### src/rtl/key_debouncer_if.sv
// Key pin / debounced-output bundle shared by key_debouncer and its consumers.
// master drives the raw pins and receives the conditioned outputs; slave is the debouncer side.
interface key_debouncer_if #(
   parameter int KEYS = 3
);
   logic [KEYS-1:0] key_raw;
   logic [KEYS-1:0] key_state;
   logic [KEYS-1:0] key_press;
   logic [KEYS-1:0] key_release;

   modport master (
      output key_raw,
      input  key_state,
      input  key_press,
      input  key_release
   );

   modport slave (
      input  key_raw,
      output key_state,
      output key_press,
      output key_release
   );
endinterface

### src/rtl/key_debouncer.sv
// Per-key 2-flop synchronizer, debounce FSM and registered press/release strobes.
// Define KEY_REPEAT_EN to add hold-to-repeat press strobes.
//
// state      | meaning
// -----------+----------------------------------------------
// ST_UP      | key released and accepted as released
// ST_PEND_DN | pressed level seen, waiting for it to be stable
// ST_DOWN    | key accepted as pressed
// ST_PEND_UP | released level seen, waiting for it to be stable
module key_debouncer #(
   parameter int KEYS            = 3,
   parameter int DEBOUNCE_CYCLES = 1000000,
   parameter int PRESSED_LEVEL   = 1,
   parameter int REPEAT_DELAY    = 25000000,
   parameter int REPEAT_PERIOD   = 6250000
) (
   input  logic             clk,
   input  logic             rst,
   key_debouncer_if.slave   kif
);
   localparam int            CW        = $clog2(DEBOUNCE_CYCLES + 1);
   localparam logic [CW-1:0] CNT_LAST  = CW'(DEBOUNCE_CYCLES - 1);
   localparam logic          PRESS_LVL = (PRESSED_LEVEL != 0);
   localparam logic          REL_LVL   = ~PRESS_LVL;

   if (KEYS < 1 || DEBOUNCE_CYCLES < 1 || REPEAT_DELAY < 1 || REPEAT_PERIOD < 1 ||
       (PRESSED_LEVEL != 0 && PRESSED_LEVEL != 1)) begin : g_bad_param
      $error("key_debouncer: illegal parameter value");
   end

`ifdef KEY_REPEAT_EN
   localparam int            HOLD_MAX   = (REPEAT_DELAY > REPEAT_PERIOD) ? REPEAT_DELAY : REPEAT_PERIOD;
   localparam int            HW         = $clog2(HOLD_MAX + 1);
   localparam logic [HW-1:0] HOLD_FIRST = HW'(REPEAT_DELAY - 1);
   localparam logic [HW-1:0] HOLD_NEXT  = HW'(REPEAT_PERIOD - 1);
`endif

   typedef enum logic [1:0] {ST_UP, ST_PEND_DN, ST_DOWN, ST_PEND_UP} key_fsm_e;

   logic [KEYS-1:0] sync1_q, sync2_q;
   logic [KEYS-1:0] state_w, press_w, release_w;

   always_ff @(posedge clk) begin
      if (rst) begin
         sync1_q <= {KEYS{REL_LVL}};
         sync2_q <= {KEYS{REL_LVL}};
      end else begin
         sync1_q <= kif.key_raw;
         sync2_q <= sync1_q;
      end
   end

   for (genvar i = 0; i < KEYS; i++) begin : g_key
      key_fsm_e      fsm_q, fsm_d;
      logic [CW-1:0] cnt_q, cnt_d;
      logic          lvl_q, lvl_d;
      logic          press_q, press_d;
      logic          rel_q, rel_d;
      logic          p;
`ifdef KEY_REPEAT_EN
      logic [HW-1:0] hold_q, hold_d;
      logic          rpt_q, rpt_d;
`endif

      assign p = (sync2_q[i] == PRESS_LVL);

      always_ff @(posedge clk) begin
         if (rst) begin
            fsm_q   <= ST_UP;
            cnt_q   <= '0;
            lvl_q   <= 1'b0;
            press_q <= 1'b0;
            rel_q   <= 1'b0;
`ifdef KEY_REPEAT_EN
            hold_q  <= '0;
            rpt_q   <= 1'b0;
`endif
         end else begin
            fsm_q   <= fsm_d;
            cnt_q   <= cnt_d;
            lvl_q   <= lvl_d;
            press_q <= press_d;
            rel_q   <= rel_d;
`ifdef KEY_REPEAT_EN
            hold_q  <= hold_d;
            rpt_q   <= rpt_d;
`endif
         end
      end

      always_comb begin
         fsm_d   = fsm_q;
         cnt_d   = cnt_q;
         lvl_d   = lvl_q;
         press_d = 1'b0;
         rel_d   = 1'b0;
`ifdef KEY_REPEAT_EN
         hold_d  = hold_q;
         rpt_d   = rpt_q;
`endif
         unique case (fsm_q)
            ST_UP: begin
               if (p) begin
                  fsm_d = ST_PEND_DN;
                  cnt_d = '0;
               end
            end
            ST_PEND_DN: begin
               if (!p) begin
                  fsm_d = ST_UP;
                  cnt_d = '0;
               end else if (cnt_q == CNT_LAST) begin
                  fsm_d   = ST_DOWN;
                  cnt_d   = '0;
                  lvl_d   = 1'b1;
                  press_d = 1'b1;
`ifdef KEY_REPEAT_EN
                  hold_d  = '0;
                  rpt_d   = 1'b0;
`endif
               end else begin
                  cnt_d = cnt_q + CW'(1);
               end
            end
            ST_DOWN: begin
               if (!p) begin
                  fsm_d = ST_PEND_UP;
                  cnt_d = '0;
               end
`ifdef KEY_REPEAT_EN
               // first repeat after REPEAT_DELAY, then every REPEAT_PERIOD
               else if (!rpt_q) begin
                  if (hold_q == HOLD_FIRST) begin
                     press_d = 1'b1;
                     hold_d  = '0;
                     rpt_d   = 1'b1;
                  end else begin
                     hold_d = hold_q + HW'(1);
                  end
               end else if (hold_q == HOLD_NEXT) begin
                  press_d = 1'b1;
                  hold_d  = '0;
               end else begin
                  hold_d = hold_q + HW'(1);
               end
`endif
            end
            ST_PEND_UP: begin
               if (p) begin
                  fsm_d = ST_DOWN;
                  cnt_d = '0;
               end else if (cnt_q == CNT_LAST) begin
                  fsm_d = ST_UP;
                  cnt_d = '0;
                  lvl_d = 1'b0;
                  rel_d = 1'b1;
`ifdef KEY_REPEAT_EN
                  hold_d = '0;
                  rpt_d  = 1'b0;
`endif
               end else begin
                  cnt_d = cnt_q + CW'(1);
               end
            end
            default: begin
               fsm_d = ST_UP;
               cnt_d = '0;
            end
         endcase
      end

      assign state_w[i]   = lvl_q;
      assign press_w[i]   = press_q;
      assign release_w[i] = rel_q;
   end

   assign kif.key_state   = state_w;
   assign kif.key_press   = press_w;
   assign kif.key_release = release_w;
endmodule

### src/flat_wrapper.sv
// flat-port wrapper written by rule: the top's interface ports become plain ports
module key_debouncer_flat 
#(
   parameter int KEYS            = 3,
   parameter int DEBOUNCE_CYCLES = 1000000,
   parameter int PRESSED_LEVEL   = 1,
   parameter int REPEAT_DELAY    = 25000000,
   parameter int REPEAT_PERIOD   = 6250000
)
  (clk, rst, kif_key_raw, kif_key_state, kif_key_press, kif_key_release);
  key_debouncer_if #(.KEYS(KEYS)) kif_i ();
  input  logic clk;
  input  logic rst;
  input wire logic [$bits(kif_i.key_raw)-1:0] kif_key_raw;
  output wire logic [$bits(kif_i.key_state)-1:0] kif_key_state;
  output wire logic [$bits(kif_i.key_press)-1:0] kif_key_press;
  output wire logic [$bits(kif_i.key_release)-1:0] kif_key_release;
  assign kif_i.key_raw = kif_key_raw;
  assign kif_key_state = kif_i.key_state;
  assign kif_key_press = kif_i.key_press;
  assign kif_key_release = kif_i.key_release;
  key_debouncer #(.KEYS(KEYS), .DEBOUNCE_CYCLES(DEBOUNCE_CYCLES), .PRESSED_LEVEL(PRESSED_LEVEL), .REPEAT_DELAY(REPEAT_DELAY), .REPEAT_PERIOD(REPEAT_PERIOD)) u_core (.clk(clk), .rst(rst), .kif(kif_i));
endmodule
### config.mk
export PLATFORM = sky130hd
export DESIGN_NAME = key_debouncer_flat
export DESIGN_NICKNAME = d
export VERILOG_FILES = /design/src/rtl/key_debouncer_if.sv /design/src/rtl/key_debouncer.sv /design/src/flat_wrapper.sv
export SDC_FILE = /design/constraint.sdc
export NUM_CORES = 1
export LEC_CHECK = 0
export ABC_AREA = 1
export CORE_AREA = 2 2 104 106
export CTS_CLUSTER_SIZE = 8
export DETAILED_ROUTE_END_ITERATION = 12
export DIE_AREA = 0 0 106 108
export DONT_BUFFER_PORTS = 1
export HOLD_SLACK_MARGIN = 0.06
export PLACE_DENSITY_LB_ADDON = 0.3
export REMOVE_ABC_BUFFERS = 1
export SYNTH_ARGS = -nofsm -noshare
export SYNTH_HDL_FRONTEND = slang
export SYNTH_SLANG_ARGS = --single-unit
### constraint.sdc
create_clock -name clk -period 2 [get_ports clk]
set_input_delay 0.4 -clock clk [delete_from_list [all_inputs] [get_ports clk]]
set_output_delay 0.4 -clock clk [all_outputs]
set_load 0.005 [all_outputs]
# After elaboration in Yosys (flattened, before gate mapping)

Cells that the tools add are included.

Register bits after elaboration: 81
Input port bits: 5

Add/sub/neg operators: 3
Eq/ne operators: 36
Mux-type cells: 57
Bitwise gates (word level): 9
Reduce and logical (&&, ||, !) cells: 21

Operators by type and width:

| cell                                                | count |
|---|---|
| 2-to-1 mux 20 bit                                   | 15 |
| case mux 20 bit (4 select lines)                    | 3 |
| adder 20 x 1 -> 20 bit, second input constant       | 3 |
| equality test 20 bit, second input constant         | 3 |
| 2-to-1 mux 2 bit                                    | 18 |
| != test 2 x 1 -> 1 bit, second input constant       | 12 |
| case mux 2 bit (4 select lines)                     | 3 |
| OR reduction 3 bit                                  | 6 |
| 2-to-1 mux 1 bit                                    | 15 |
| AND reduction 5 bit                                 | 3 |
| equality test 2 bit, second input constant          | 6 |
| != test 2 bit, second input constant                | 6 |
| AND reduction 4 bit                                 | 3 |
| != test 3 x 1 -> 1 bit, second input constant       | 3 |
| != test 3 bit, second input constant                | 3 |
| inverter 1 bit                                      | 9 |
| equality test 2 x 1 -> 1 bit, second input constant | 3 |
| zero test 2 bit                                     | 3 |
| case mux 1 bit (2 select lines)                     | 3 |
| AND reduction 2 bit                                 | 3 |
| nonzero test 2 bit                                  | 3 |

# Longest topological paths before layout

Gate-level depths: netlist of run 1.

Depth in word-level cells: 4
Gate-level depth with buffers: 10
Gate-level depth less buffers: 10

# Worst setup path after synthesis of run 1

Ideal clock, no wire load.

Kind: reg2reg
Start point: reg u_core.g_key[0].cnt_q[1]
End point: reg u_core.g_key[0].fsm_q[0]
Library setup time: 116 ps
Arrival time: 1369 ps
Data required time: 1884 ps
Setup slack: 514 ps
Stages on the path, launching flop included: 8
Cell sequence: dfxtp_1 ha_1 nand2_2 nor3b_4 nand3_4 nand2_4 nand2_4 and3_2

Cells in the longest elaborated chain, start to end: 3

Ends and longest elaborated chain:

| what                                                                     | line                                       | text |
|---|---|---|
| from (decl)                                                              | key_debouncer.sv:55                        | `logic [CW-1:0] cnt_q, cnt_d;` |
| from (signal assigned)                                                   | key_debouncer.sv:80                        | `cnt_q <= cnt_d;` |
| equality test 20 bit (*)                                                 | key_debouncer.sv:112, key_debouncer.sv:152 |  |
| != test 3 x 1 -> 1 bit (no source line) or != test 3 bit (tied branches) | -                                          |  |
| AND reduction 4 bit (no source line) (*)                                 | -                                          |  |
| to (signal assigned)                                                     | key_debouncer.sv:79                        | `fsm_q <= fsm_d;` |
| to (decl)                                                                | key_debouncer.sv:54                        | `key_fsm_e fsm_q, fsm_d;` |

Mark *: on every way between the ends. The rest lies on a longest branch, timed or not.
A chain may end at the register's enable or synchronous reset.

# Worst setup path in the final report of run 1

Same ends and word-level chain as after synthesis.

==> results of run 1 <==
[kinds of logic (layout without fill, tap and decap cells)]
kind of cell / count (synthesis) / count (layout) / synth area share, %
AO/OA/AOI/OAI: 96 / 96 / 11.1
buffers and inverters: 111 / 107 / 10.6
AND/OR/NAND/NOR: 431 / 431 / 41.2
adder cells (fa/ha/maj): 3 / 3 / 0.818
flip-flops: 81 / 81 / 35.3
XOR/XNOR: 5 / 5 / 0.954
[registers in the layout, summed over array words and instances (netlist names), named ones only]
| signal | count |
|---|---|
| u_core.sync1_q | 3 |
| u_core.g_key.cnt_q | 60 |
| u_core.g_key.rel_q | 3 |
| u_core.g_key.fsm_q | 3 |
| u_core.sync2_q | 3 |
| u_core.g_key.press_q | 3 |
| u_core.g_key.lvl_q | 3 |
[placed cells by master (no fill, tap or decap), types with 2 or more instances in the layout]
cell	n
sky130_fd_sc_hd__or2_2	4
sky130_fd_sc_hd__nand2_4	2
sky130_fd_sc_hd__nor2_1	89
sky130_fd_sc_hd__o21bai_1	5
sky130_fd_sc_hd__nor3_1	12
sky130_fd_sc_hd__inv_2	4
sky130_fd_sc_hd__o21ai_0	30
sky130_fd_sc_hd__o22ai_1	3
sky130_fd_sc_hd__o21a_1	2
sky130_fd_sc_hd__nand2_2	2
sky130_fd_sc_hd__buf_4	5
sky130_fd_sc_hd__xor2_1	4
sky130_fd_sc_hd__nand4_1	21
sky130_fd_sc_hd__ha_1	3
sky130_fd_sc_hd__inv_1	82
sky130_fd_sc_hd__nand3_1	53
sky130_fd_sc_hd__a21oi_1	53
sky130_fd_sc_hd__nor2_4	7
sky130_fd_sc_hd__clkinv_2	2
sky130_fd_sc_hd__nor2_2	8
sky130_fd_sc_hd__nand2_1	229
sky130_fd_sc_hd__clkbuf_8	11
sky130_fd_sc_hd__dfxtp_1	81
[worst max path at each step]
stage / from / end / slack [ns] / depth (start not counted)
3_3_place_gp: u_core.g_key[0].cnt_q[1] / u_core.g_key[0].cnt_q[18] / 0.41 / 8
2_1_floorplan: u_core.g_key[0].cnt_q[1] / u_core.g_key[0].fsm_q[0] / 0.51 / 7
5_1_grt: u_core.g_key[2].cnt_q[1] / u_core.g_key[2].cnt_q[16] / 0.14 / 8
3_5_place_dp: u_core.g_key[0].cnt_q[1] / u_core.g_key[0].cnt_q[16] / 0.36 / 8
6_report: u_core.g_key[0].cnt_q[1] / u_core.g_key[0].fsm_q[0] / 0.36 / 7
4_1_cts: u_core.g_key[0].cnt_q[1] / u_core.g_key[0].fsm_q[0] / 0.35 / 7
[worst reg2reg max path: stages (launching register included)]
cell	delay (ns)
sky130_fd_sc_hd__dfxtp_1	0.37
sky130_fd_sc_hd__ha_1	0.21
sky130_fd_sc_hd__nand2_2	0.10
sky130_fd_sc_hd__nor3b_4	0.30
sky130_fd_sc_hd__nand3_4	0.16
sky130_fd_sc_hd__nand2_4	0.15
sky130_fd_sc_hd__nand2_4	0.06
sky130_fd_sc_hd__and3_2	0.17
[final cells by class]
cell class	count	area, um2
tap	136	170
clock inverter	3	40.0
clock buffer	12	155
timing repair buffer	5	37.5
multi-input combinational	535	2480
fill	1044	5400
sequential	81	1620
inverter	87	327
[power groups by stage]
stage / clock, mW / sequential, mW / combinational [mW]
global route: 1.33 / 1.64 / 0.175
finish: 1.22 / 1.64 / 0.156
global placement: 0 / 1.68 / 0.155
floorplan: 0 / 1.68 / 0.105
detailed placement: 0 / 1.68 / 0.158
CTS: 1.26 / 1.64 / 0.158
[per-stage QoR]
step	area [um2]	cells	worst slack (ns)	total power [mW]	util (%)
2_1_floorplan	4430	703	0.512	1.78	-
3_3_place_gp	4640	844	0.409	1.83	45.3
3_5_place_dp	4640	844	0.359	1.84	45.3
4_1_cts	4830	859	0.351	3.06	47.2
5_1_grt	4830	859	0.140	3.15	47.2
6_report	4830	859	0.356	3.02	47.2
[per-layer routing]
layer  share of wire [%]  up-vias  GRT usage, %
li1                    -     2289             -
met1                  48     2062          24.0
met2                  47       61          33.2
met3                 3.4       11          4.64
met4                 1.4        0          7.33
met5                   0        -             0
==> results.txt, run 1 <==
- Synthesized area per cell: 6.31 um2
- Summed over all layers, the global routing overflow is 0.
* Slowest-stage cell, CP: sky130_fd_sc_hd__dfxtp_1
- The final critical path takes up 82.2% of the cycle.
- The critical path goes through ha_1 > nand2_2 > nor3b_4 > nand3_4 > nand2_4 > nand2_4 > and3_2.
- # resized after CTS: 0
- Together, buffers and inverters on the worst path number 0.
- The tree built by TritonCTS fans out to 81 sinks.
- Routed wire length: 10400 um
- Sw Ratio: 23.7%
- STA classifies the critical path endpoint as a flip-flop.
- Final Setup Violations: 0
- Crit Path Max Fanout: 8
* Net Sw Power: 0.717 mW
- In this run the vertical extent of the chip is 108 um.
- Kind of cell with the highest combined delay on the critical path: simple AND/OR/NAND/NOR gates
- Clock network power share: 40.5%
- Data on the critical path is required at its endpoint by 2.25 ns.
- The run finished with clean final reports.
* Hold Slack: 0.104 ns
- Cell chosen for the clock root: sky130_fd_sc_hd__clkbuf_8
- TritonCTS built the clock tree.
* Most repeated cell in the gate-level netlist after synthesis: sky130_fd_sc_hd__nand2_1
- Reg clk slew, reported paths: 0.08 ns
- Leading post-synthesis cells by instance count: sky130_fd_sc_hd__nand2_1, sky130_fd_sc_hd__nor2_1, sky130_fd_sc_hd__inv_1
* Maximum single-stage delay on the critical path: 0.37 ns
* Maximum buffer depth of the clock tree: 2
* Most prevalent standard cell on the critical path: sky130_fd_sc_hd__nand2_4
- Number of cell rows: 37
* Initial Util: 44.9%
- Based on the critical path, the design can be clocked at up to 608 MHz.
- Summing every instance area after synthesis gives 0.00459 mm2.
* Final-report hold violation count: 0
- Final worst path period need: 1.64 ns
* Die ar.: 0.0114 mm2
- Dividing the detail-routed wire length by the instance count gives 12.1 um.
* Detail Placement HPWL: 7340 um
- The net count of the finished layout is 727.
- In this run the critical register-to-register path is launched from u_core.g_key[0].cnt_q[1].
* Distinct cells, synth: 35
- Synthesis produced a netlist whose cell count is 727.
- Dominant cell type by area after synthesis: sky130_fd_sc_hd__dfxtp_1
- Power Internal: 2.30 mW
- Remaining design rule violation count: 0
* Insertion delay to the later sink of the worst-skew pair: 0.36 ns
- RSZ-0062 raised after global routing: no
* Vias in the first global route: 4129
- Relative to the synthesized area, the layout overhead comes to 5.32%.
* Logic pwr share: 5.2%
- The path with the worst hold slack has its endpoint at u_core.g_key[1].cnt_q[3].
- Clk_skew: 0.0148 ns
- Post-CTS Repair Setup Buffers: 0
- Dividing the detail-routed via count by the number of cells gives 5.15.
- 14 I/O pins were placed.
- Maximum number of pins on one net before global-route repair: 46
- Register bit count reported by yosys: 81
- For this run, the register share of the synthesized area comes to 35.3%.
- Slew headroom: 69.5%
- VDD sags by at most 0.267 mV.
- In this run the remaining antenna-violating nets after routing total 0.
* Sum of negative setup slack: 0 ns
- The number of clock buffers added by TritonCTS is 9.
* Sequential fraction of design power: 54.3%
- In this run, synthesis inferred 0 flip-flops with an integrated enable.
- Number of hold buffers added after CTS: 0
- Largest cells by area after synthesis: sky130_fd_sc_hd__dfxtp_1, sky130_fd_sc_hd__nand2_1, sky130_fd_sc_hd__nor2_1
* Path type of the worst min-delay path: in -> reg
- Total global routing track utilization: 19.5%
- Summed over all cells, the static leakage comes to 1.75 nW.
- The floorplan step set the die width to 106 um.
- 0 antenna diodes ended up in the layout.
- Placeable core region: 0.0102 mm2
- The worst hold path begins at rst.
- Nature of the critical path startpoint: flip-flop
- Detailed routing inserted a total of 4423 vias.
- Across the run, the number of max-cap violations was 0.
- Count of buffers inserted at the top-level ports: 0
- The congestion estimate from routability-driven global placement came to 0.902.
- The initial antenna violation count was 0.
* Transition time at the pin with the least slew margin: 0.457 ns
- Arrival @ worst endpoint: 1.89 ns
- Syn. warnings: 0
- For flop-to-flop paths, the worst setup slack is 0.36 ns.
* Layout cell share with drive strength beyond 1: 6.78%
- The number of cells on the worst reg-to-reg path is 7.
* Portion of synthesized cell area occupied by the leading cell type: 35.3%
- Power per unit of standard cell area: 625 mW/mm2
- For this run, asynchronously set or reset flops after synthesis account for 0%.
* Count of final max-slew check failures: 0
- The endpoint identified for the worst register-to-register timing path is u_core.g_key[0].fsm_q[0].
- The first detailed-routing pass ran for 4 iterations.
- Leading register cell type out of synthesis: sky130_fd_sc_hd__dfxtp_1
- The setup path with the least slack is of type reg -> reg.
- In this run the number of H-tree levels came out at 3.
* Detailed Route Iter0 Violations: 215
* Wire length of the first global-routing pass: 18100 um
- Counting instances, the worst hold path has a depth of 1.
No activity file was read; power rests on OpenSTA's default activity.
==> run 2, diff against run 1 <==
==> constraint.sdc (replaced) <==
create_clock -name clk -period 1.7 [get_ports clk]
set_input_delay 0.34 -clock clk [delete_from_list [all_inputs] [get_ports clk]]
set_output_delay 0.34 -clock clk [all_outputs]
set_load 0.005 [all_outputs]
==> run 2 against run 1 <==
Net effect:
- clock skew decreased by 0.0045 ns
- routed wire length rose by 6.2%
- fmax increased by 0.21%
- largest cell class unchanged
- setup slack got worse by 0.30 ns
- critical path depth up 3
- die area unchanged
- critical path type unchanged
==> results.txt, run 2 (synthesis gave the netlist of run 1 again) <==
* Vertical die dimension: 108 um (unchanged)
- Required time of the worst setup path: 1.96 ns (was 2.25 ns)
* Path type of the worst setup path: reg -> reg (unchanged)
- Remaining design rule violation count: 0 (unchanged)
- Layout cell share with drive strength beyond 1: 12.3% (was 6.78%)
- Launching element of the worst setup path: u_core.g_key[2].cnt_q[1] (was u_core.g_key[0].cnt_q[1])
- The maximum vdd ir drop came to 0.380 mV (was 0.267 mV).
- The master of the slowest instance on the critical path was sky130_fd_sc_hd__dfxtp_1 (unchanged).
* I/O Pins: 14 (unchanged)
- Endpoint type of the worst setup path: flip-flop (unchanged)
- Cell chosen for the clock root: sky130_fd_sc_hd__clkbuf_8 (unchanged)
- The number of sinks on the clock net came to 81 (unchanged).
- The most frequent standard cell in the layout excluding fill and tap cells was sky130_fd_sc_hd__nand2_1 (unchanged).
* Most prevalent standard cell on the critical path: sky130_fd_sc_hd__nor2_4 (was sky130_fd_sc_hd__nand2_4)
- The worst reg-to-reg path cell count is 10 (was 7).
- The number of search-and-repair iterations in the first detailed-routing pass is 5 (was 4).
- Path type of the worst min-delay path: in -> reg (unchanged)
- Number of cell rows: 37 (unchanged)
- The minimum setup slack after placement came to 0.0554 ns (was 0.359 ns).
- The die extent in x came to 106 um (unchanged).
- The met1 routed wirelength after detailed routing is 5050 um (was 4990 um).
- Outcome: finished, final reports clean (unchanged)
* Highest attainable clock frequency: 610 MHz (was 608 MHz)
- Maxcap violations: 0 (unchanged)
- The clock slew at the register clock pins of the worst setup and hold paths came to 0.08 ns (about the same).
- Final Setup Violations: 0 (unchanged)
- The clock period minus worst slack is 1.64 ns (about the same).
- The total count of max-transition violations in the final report came to 0 (unchanged).
- The clock skew after layout was 0.0103 ns (was 0.0148 ns).
- Wire length of the first global-routing pass: 19300 um (was 18100 um)
- Area of all placed cells without fillers: 0.00516 mm2 (was 0.00483 mm2)
* Leakage: 1.89 nW (was 1.75 nW)
* Antenna violations before repair: 0 (unchanged)
- Critical-path cell list: ha_2 > nand3_1 > nor2_4 > nand3_2 > nor2_4 > nor2_4 > buf_12 > buf_4 > nand2_1 > a21oi_1 (was ha_1 > nand2_2 > nor3b_4 > nand3_4 > nand2_4 > nand2_4 > and3_2).
- Detail Placement HPWL: 7660 um (was 7340 um)
* Insertion delay to the later sink of the worst-skew pair: 0.37 ns (was 0.36 ns)
- Post-layout net count: 748 (was 727)
- Total gr overflow: 0 (unchanged)
- Final-report hold violation count: 0 (unchanged)
- The count of nets left with antenna violations after detail routing is 0 (unchanged).
* Nature of the critical path startpoint: flip-flop (unchanged)
* Wire length per cell after detailed routing: 12.6 um (was 12.1 um)
- Power per unit of standard cell area: 742 mW/mm2 (was 625 mW/mm2)
- Worst reg2reg endpoint: u_core.g_key[2].cnt_q[15] (was u_core.g_key[0].fsm_q[0])
* Final Cycle Share: 96.5% (was 82.2%)
- Met3 layer wire length in the routed design: 573 um (was 358 um)
- The overall routing resource usage is 20.6% (was 19.5%).
- The sum of negative setup slack is 0 ns (unchanged).
- Die ar.: 0.0114 mm2 (unchanged)
* Placed instance area: 0.00473 mm2 (was 0.00464 mm2)
* Vias per inst: 5.17 (was 5.15)
* Worst setup path endpoint: u_core.g_key[2].cnt_q[15] (was u_core.g_key[0].fsm_q[0])
- The smallest setup slack after layout was 0.0599 ns (was 0.356 ns).
* Maximum single-stage delay on the critical path: 0.36 ns (was 0.37 ns)
- Worst hold path depth: 1 (unchanged)
- The starting density of the core was 44.9% (unchanged).
- The post-layout utilization of the core was 50.4% (was 47.2%).
- The reg2reg setup slack was 0.06 ns (was 0.36 ns).
- Layout overhead on the synthesized area: 12.4% (was 5.32%)
- The register containing the most flip-flops in the final layout is u_core.g_key.cnt_q (unchanged).
- Placeable core region: 0.0102 mm2 (unchanged)
* Transition time at the pin with the least slew margin: 0.354 ns (was 0.457 ns)
* Diode insertion count for antenna repair: 0 (unchanged)
* Maximum buffer depth of the clock tree: 2 (unchanged)
- The met2 wirelength from detailed routing came to 5240 um (was 4930 um).
- Depth of the CTS H-tree: 3 (unchanged)
- The TritonCTS clock tree is built (unchanged).
- Start of the worst register-to-register path: u_core.g_key[2].cnt_q[1] (was u_core.g_key[0].cnt_q[1])
- The worst endpoint data arrival time was 1.90 ns (was 1.89 ns).
- Weighted congestion reported at the end of routability-driven placement: 0.920 (was 0.902)
- The number of buffers inserted during clock tree synthesis came to 9 (unchanged).
- The total via count in the routed design was 4553 (was 4423).
- Top library cells by usage in the layout, fill and taps aside: sky130_fd_sc_hd__nand2_1, sky130_fd_sc_hd__nor2_1, sky130_fd_sc_hd__inv_1 (unchanged)
* Highest routed layer: met4 (unchanged)
- The worst hold margin was 0.0869 ns (was 0.104 ns).
* Count of buffers inserted at the top-level ports: 0 (unchanged)
- Vias in the first global route: 4301 (was 4129)
- Crit Path Max Fanout: 9 (was 8)
- Detailed Route Iter0 Violations: 265 (was 215)
- The pin count of the biggest net entering global routing was 38 (was 46).
- RSZ-0062 raised after global routing: yes (was no)
- The detailed-route wire length is 11100 um (was 10400 um).
- Slew headroom: 76.3% (was 69.5%)
- The number of flip-flops in the largest register was 60 (unchanged).
-- run 2: worst min path at each step --
| stage | start | end | slack (ns) |
|---|---|---|---|
| final | rst | u_core.g_key[0].lvl_q | 0.09 |
| after global routing | rst | u_core.g_key[0].lvl_q | 0.07 |
| after CTS | rst | u_core.g_key[0].lvl_q | 0.07 |
| after detailed placement | u_core.sync1_q[0] | u_core.sync2_q[0] | 0.39 |
| after global placement | u_core.sync1_q[2] | u_core.sync2_q[2] | 0.39 |
| after floorplan | u_core.sync1_q[0] | u_core.sync2_q[0] | 0.39 |
-- run 2: timing repair --
item / CTS / global route
hold buffers: 3 / 0
setup buffers: 0 / 8
endpoints found under the setup margin: 0 / 51
resized for setup: 0 / 28
endpoints found under the hold margin: 37 / 0
-- run 2: final cells by class --
| type | instances | area [um2] |
|---|---|---|
| fill | 1049 | 5070 |
| tap | 136 | 170 |
| sequential | 81 | 1630 |
| multi-input combinational | 535 | 2550 |
| clock buffer | 12 | 165 |
| clock inverter | 4 | 73.8 |
| inverter | 87 | 327 |
| timing repair buffer | 26 | 238 |
-- run 2: critical path, delay by kind of cell (launching register included) --
family,cells,cell delay [ns]
adders and majority gates,1,0.20
buffers and inverters,2,0.26
AOI/OAI and AO/OA,1,0.06
and+or+nand+nor,6,0.64
DFF,1,0.36
-- run 2: metrics by stage --
| stage | cells | power, mW |
|---|---|---|
| final | 881 | 3.83 |
| after CTS | 873 | 3.86 |
| after global placement | 854 | 2.17 |
| after global routing | 881 | 3.97 |
| after floorplan | 703 | 2.10 |
| after detailed placement | 854 | 2.17 |
-- run 2: power breakdown --
group,total (mW),internal (mW),switching (mW)
Combinational,0.228,0.0701,0.158
Clock,1.67,0.948,0.723
Sequential,1.93,1.91,0.0164
-- run 2: layer usage --
layer  track usage [%]  up-vias
met5                 0        -
met4              8.74        0
met3              3.86       19
met2              35.6      127
met1              25.3     2076
li1                  -     2331
==> run 3, diff against run 2 <==
--- a/config.mk
+++ b/config.mk
@@ -6,6 +6,7 @@
 export NUM_CORES = 1
 export LEC_CHECK = 0
 export ABC_AREA = 1
+export CAP_MARGIN = 30
 export CORE_AREA = 2 2 104 106
 export CTS_CLUSTER_SIZE = 8
 export DETAILED_ROUTE_END_ITERATION = 12
@@ -14,6 +15,8 @@
 export HOLD_SLACK_MARGIN = 0.06
 export PLACE_DENSITY_LB_ADDON = 0.3
 export REMOVE_ABC_BUFFERS = 1
+export SETUP_SLACK_MARGIN = 0.1
+export SLEW_MARGIN = 20
 export SYNTH_ARGS = -nofsm -noshare
 export SYNTH_HDL_FRONTEND = slang
 export SYNTH_SLANG_ARGS = --single-unit
==> run 3 against run 2 <==
Net effect:
- non-clock buffer count fell by 1
- sequential share of layout area fell by 0.070 points
- combinational power is essentially flat
- hold slack worse by 0.0014 ns
- critical path type unchanged
- largest cell class unchanged
==> results.txt, run 3 (synthesis gave the netlist of run 1 again) <==
- Outcome: finished, final reports clean (unchanged)
- Reg clk slew, reported paths: 0.08 ns (about the same)
- The kind of end point of the critical path was a flip-flop (unchanged).
- The proportion of layout cells with a drive suffix above 1 was 14.8% (was 12.3%).
* Maxcap violations: 0 (unchanged)
* Wire length per cell after detailed routing: 12.7 um (was 12.6 um)
* Sum of negative setup slack: 0 ns (unchanged)
- Die ar.: 0.0114 mm2 (unchanged)
* Slew headroom: 76.6% (was 76.3%)
- Top library cells by usage in the layout, fill and taps aside: sky130_fd_sc_hd__nand2_1, sky130_fd_sc_hd__inv_1, sky130_fd_sc_hd__nor2_1 (was sky130_fd_sc_hd__nand2_1, sky130_fd_sc_hd__nor2_1, sky130_fd_sc_hd__inv_1)
- Diode insertion count for antenna repair: 0 (unchanged)
- The number of flip-flops in the largest register came to 60 (unchanged).
- Vias in the first global route: 4346 (was 4301)
- The cell count after placement was 854 (unchanged).
* Count of final max-slew check failures: 0 (unchanged)
- Initial Util: 44.9% (unchanged)
- The most frequent standard cell in the layout excluding fill and tap cells is sky130_fd_sc_hd__nand2_1 (unchanged).
- The pin count of the biggest net entering global routing was 38 (unchanged).
- Required time of the worst setup path: 1.95 ns (was 1.96 ns)
- The largest fanout on the critical path came to 9 (unchanged).
- The maximum vdd ir drop is 0.387 mV (was 0.380 mV).
- Layout overhead on the synthesized area: 14.1% (was 12.4%)
- The count of nets left with antenna violations after detail routing is 0 (unchanged).
- The transition time at the pin with the least slew margin is 0.349 ns (was 0.354 ns).
- The final-report setup violation count is 0 (unchanged).
* Post-layout net count: 747 (was 748)
- Arrival @ worst endpoint: 1.75 ns (was 1.90 ns)
* Vias per inst: 5.18 (was 5.17)
- Remaining design rule violation count: 0 (unchanged)
* Insertion delay to the later sink of the worst-skew pair: 0.37 ns (about the same)
- The count of H-tree levels built during CTS came to 3 (unchanged).
- The maximum count of clock buffers along a single path came to 2 (unchanged).
- Path type of the worst setup path: reg -> reg (unchanged)
- The number of buffers inserted during clock tree synthesis was 9 (unchanged).
- The final weighted congestion in routability-driven placement was 0.920 (unchanged).
- The filler-free cell count of the finished design came to 880 (was 881).
- Placeable core region: 0.0102 mm2 (unchanged)
* Hold Slack: 0.0855 ns (was 0.0869 ns)
- Vertical die dimension: 108 um (unchanged)
* I/O Pins: 14 (unchanged)
* Power per unit of standard cell area: 730 mW/mm2 (was 742 mW/mm2)
- The part of the cycle the worst path needs came to 87.9% (was 96.5%).
* Clk_skew: 0.0101 ns (was 0.0103 ns)
* Antenna violations before repair: 0 (unchanged)
- The standby leakage power came to 1.89 nW (about the same).
* Wire length of the first global-routing pass: 19500 um (was 19300 um)
- Total gr overflow: 0 (unchanged)
- Cell chosen for the clock root: sky130_fd_sc_hd__clkbuf_8 (unchanged)
- Die boundary width: 106 um (unchanged)
* Number of cell rows: 37 (unchanged)
* Detail Placement HPWL: 7660 um (unchanged)
* Total global routing track utilization: 20.8% (was 20.6%)
- The maximum frequency from static timing analysis was 669 MHz (was 610 MHz).
- RSZ-0062 raised after global routing: yes (unchanged)
* Routed wire length: 11200 um (was 11100 um)
- The count of buffers inserted at the top-level ports was 0 (unchanged).
- Detailed Route Iter0 Violations: 262 (was 265)
* Final worst path period need: 1.49 ns (was 1.64 ns)
- Number of clock sinks seen by CTS: 81 (unchanged)
- Nature of the critical path startpoint: flip-flop (unchanged)
- The number of hold-slack violations in the final timing report was 0 (unchanged).
- Register ranked first by flip-flop count: u_core.g_key.cnt_q (unchanged)
- Path type of the worst min-delay path: in -> reg (unchanged)
- TritonCTS clock tree: built (unchanged)
- The total via count in the routed design is 4558 (was 4553).
- Count of TritonRoute iterations in the first routing pass: 5 (unchanged)
==> run 3: changes by cell type in the layout (fill, tap and decap cells not counted), sizes merged <==
cell / delta
buf: -1
==> run 3: where the power goes <==
group,switching (mW),total [mW],internal (mW)
sequential,0.0175,1.93,1.91
combinational,0.160,0.230,0.0701
clock,0.721,1.67,0.948
==> run 3: path summary, 6_finish.rpt <==
| kind | from | end | slack, ns | cells past startpoint |
|---|---|---|---|---|
| min reg2reg | u_core.sync1_q[2] | u_core.sync2_q[2] | 0.41 | 2 |
| min | rst | u_core.g_key[0].lvl_q | 0.09 | 1 |
| max | u_core.g_key[0].cnt_q[4] | u_core.g_key[0].cnt_q[15] | 0.21 | 7 |
| max reg2reg | u_core.g_key[0].cnt_q[4] | u_core.g_key[0].cnt_q[15] | 0.21 | 7 |
==> run 3: metrics by stage <==
| stage | instance area [um2] | power (mW) | util (%) | worst slack (ns) |
|---|---|---|---|---|
| after global placement | 4730 | 2.17 | 46.2 | 0.120 |
| after detailed placement | 4730 | 2.17 | 46.2 | 0.0554 |
| final | 5240 | 3.82 | 51.2 | 0.205 |
| after CTS | 5110 | 3.87 | 49.9 | 0.108 |
| after global routing | 5240 | 3.97 | 51.2 | 0.0573 |
| after floorplan | 4430 | 2.10 | - | 0.212 |
==> run 3: final cells by class <==
cell class                 instances  area (um2)
timing repair buffer              25         230
clock inverter                     4        73.8
clock buffer                      12         165
tap                              136         170
sequential                        81        1650
multi-input combinational        535        2610
fill                            1040        4990
inverter                          87         332
==> run 3: timing repair <==
action	in CTS	in global routing
hold endpoints to repair	37	0
pin swaps	5	10
setup endpoints to repair	28	61
gates resized for setup	12	46
hold buffers	3	0
setup buffers	6	1
==> run 3: per-layer routing <==
metal / vias up / wire length, um / share of wire [%] / GRT usage (%)
met1: 2124 / 5170 / 46 / 25.4
met3: 15 / 446 / 4.0 / 3.92
met2: 88 / 5420 / 48 / 36.1
met5: - / 0 / 0 / 0
li1: 2331 / - / - / -
met4: 0 / 182 / 1.6 / 8.93
==> run 3: worst max-delay path, stage by stage, from the launching register on <==
cell and delay (ns):
sky130_fd_sc_hd__dfxtp_1 0.38, sky130_fd_sc_hd__nand2_1 0.20, sky130_fd_sc_hd__nor3b_4 0.30, sky130_fd_sc_hd__nand3_4 0.15, sky130_fd_sc_hd__nand2_8 0.14, sky130_fd_sc_hd__inv_4 0.07, sky130_fd_sc_hd__nand2_1 0.08, sky130_fd_sc_hd__a21oi_1 0.06
==> variant (flow settings as in run 2) <==
Re-encode `key_fsm_e` (4 states) as one-hot, 4 bits wide.
--- a/src/rtl/key_debouncer.sv
+++ b/src/rtl/key_debouncer.sv
@@ -35,7 +35,7 @@
    localparam logic [HW-1:0] HOLD_NEXT  = HW'(REPEAT_PERIOD - 1);
 `endif
 
-   typedef enum logic [1:0] {ST_UP, ST_PEND_DN, ST_DOWN, ST_PEND_UP} key_fsm_e;
+   typedef enum logic [3:0] {ST_UP = 4'b0001, ST_PEND_DN = 4'b0010, ST_DOWN = 4'b0100, ST_PEND_UP = 4'b1000} key_fsm_e;
 
    logic [KEYS-1:0] sync1_q, sync2_q;
    logic [KEYS-1:0] state_w, press_w, release_w;
Behaviour: same outputs for any inputs over 10 cycles, from zero or initial values and one cycle with rst high; not proved beyond that.
==> variant against run 2 <==
Sequential share of layout area grew 1.8 points. Routed wire length shrank 1.7%. Area after synthesis grew 4.0%. Final area grew 1.4%. Count of clock-buffer cells in the layout shrank 2. Die area is the same. Setup slack gained 0.027 ns. Global-route usage shrank 1.0 points. Synthesized cell count grew 2.5%. Critical endpoint is now u_core.g_key[1].cnt_q[13]. Sequential cell count grew 6. Clock skew grew 0.0087 ns. Non-clock buffer count shrank 9.
Power is not compared: it rests on default switching activity, and its combinational part moved more than twofold at a synthesized area within 25%.
==> variant: results (changes against run 2) <==
place_congestion: 0.9120  # -0.85%
ys_warn_count: 0  # unchanged
grtUsageTotal_pct: 19.60  # -1.0 points
synth_area_leaders: "dfxtp_1 36%, nand2_1 14%, nor2_1 11%"
worstHoldStart: "kif_key_raw[0]"
final_layout_size_suffix_gt1_share_pct: 10.82  # -1.5 points
cpMaxStageDelayCell: "dfxtp_2"
clock_skew_ns: 0.01902  # +0.008742 ns
hpwl_um: 7773  # +1.5%
wl_per_cell_um: 12.17  # -3.2%
hold-path-cell-count: 2  # +1
ys_types: 34  # -2.9%
grt_pass1_vias: 4144  # -3.7%
first_iter_violations: 277  # +4.5%
reg2reg_depth: 9  # -1
worstReg2RegStart: "u_core.g_key[1].cnt_q[0]"
yosys-top-cells-count: "179 x nand2_1, 143 x nor2_1, 87 x dfxtp_1"
worst_slew_pin_slew_ns: 0.9855  # +0.6310 ns
status: "completed"
arrival_ns: 1.83  # -0.07 ns
rr_endpoint: "u_core.g_key[1].cnt_q[13]"
seq_area_frac_synth_pct: 36.48  # +1.1 points
report.final.slew_viol_count: 0  # unchanged
ff2ff_setup_slack_ns: 0.09  # +0.03 ns
crit_fanout: 7  # -2
grt_max_degree: 36  # -5.3%
hold_end: "u_core.sync1_q[0]"
clkLatencyLatePin_ns: 0.37  # about the same
layout.nets: 761  # +1.7%
whs_ns: 0.09126  # +0.004363 ns
grt_pass1_wl_um: 18350  # -5.0%
vias: 4596  # +0.94%
## variant: cell count changes after synthesis, sizes merged, moves of 4 or more
| cell | change |
|---|---|
| a21oi | -8 |
| nor2 | +46 |
| inv | +4 |
| dfxtp | +6 |
| nand2 | -39 |
| nand3 | +12 |
| o21bai | +4 |
## variant: per-layer routing
layer  track usage [%]  share of wire (%)  up-vias
li1                  -                  -     2379
met3             4.882                4.4       12
met4             4.511               0.98        0
met5                 0                  0        -
met1             24.89                 48     2106
met2             33.73                 46       99
## variant: kinds of logic (layout without fill, tap and decap cells)
group	Yosys count	count (layout)	synth area share, %
simple gates	450	452	41.25
buf+inv	112	123	10.19
flops	87	87	36.48
compound gates	84	84	9.644
xor+xnor	9	9	1.651
fa+ha+maj	3	3	0.7862
## variant: timing repair
action | CTS | global route
buffers inserted | 0 | 2
hold buffers | 3 | 0
endpoints found under the setup margin | 0 | 51
gates resized for setup | 0 | 14
endpoints found under the hold margin | 22 | 0
## variant: layout make-up
class                      instances  area [sq um]
fill                            1030          5004
multi-input combinational        548          2606
sequential                        87          1747
inverter                          90         337.8
tap                              136         170.2
timing repair buffer              17         147.6
clock buffer                      10         127.6
clock inverter                     6         91.34
## variant: worst max-delay path by stage
stage,from,to
final,u_core.g_key[1].cnt_q[0],u_core.g_key[1].cnt_q[13]
after global routing,u_core.g_key[1].cnt_q[0],u_core.g_key[1].cnt_q[13]
after CTS,u_core.g_key[1].cnt_q[0],u_core.g_key[1].cnt_q[13]
after detailed placement,u_core.g_key[1].cnt_q[0],u_core.g_key[1].cnt_q[18]
after global placement,u_core.g_key[1].cnt_q[0],u_core.g_key[1].cnt_q[2]
after floorplan,u_core.g_key[1].cnt_q[0],u_core.g_key[1].cnt_q[18]
## variant: worst register-to-register path, cell delays in order, from the launching register on
cell	delay [ns]
dfxtp_2	0.37
ha_1	0.20
nand3_2	0.14
nor2_4	0.14
nand3_1	0.13
nand2_2	0.15
buf_4	0.17
nor2_1	0.05
nor2_1	0.08
nor2_1	0.04
## variant: where the power goes
part	switching (uW)	leakage [uW]	internal, uW
Sequential	163	0.000707	2200
Clock	772	0.000111	839
Combinational	1430	0.00111	632
Total	2370	0.00192	3670
## variant: per-stage QoR
step | cells | instance area [sq um] | total power (uW) | utilization, % | setup WS, ns
final | 894 | 5228 | 6031 | 51.09 | 0.08649
after global routing | 894 | 5228 | 6432 | 51.09 | -0.03104
after CTS | 890 | 5147 | 5989 | 50.31 | 0.01398
after detailed placement | 871 | 4898 | 4365 | 47.88 | 0.05872
after global placement | 871 | 4898 | 4334 | 47.88 | 0.1325
after floorplan | 723 | 4626 | 3769 | - | 0.1850
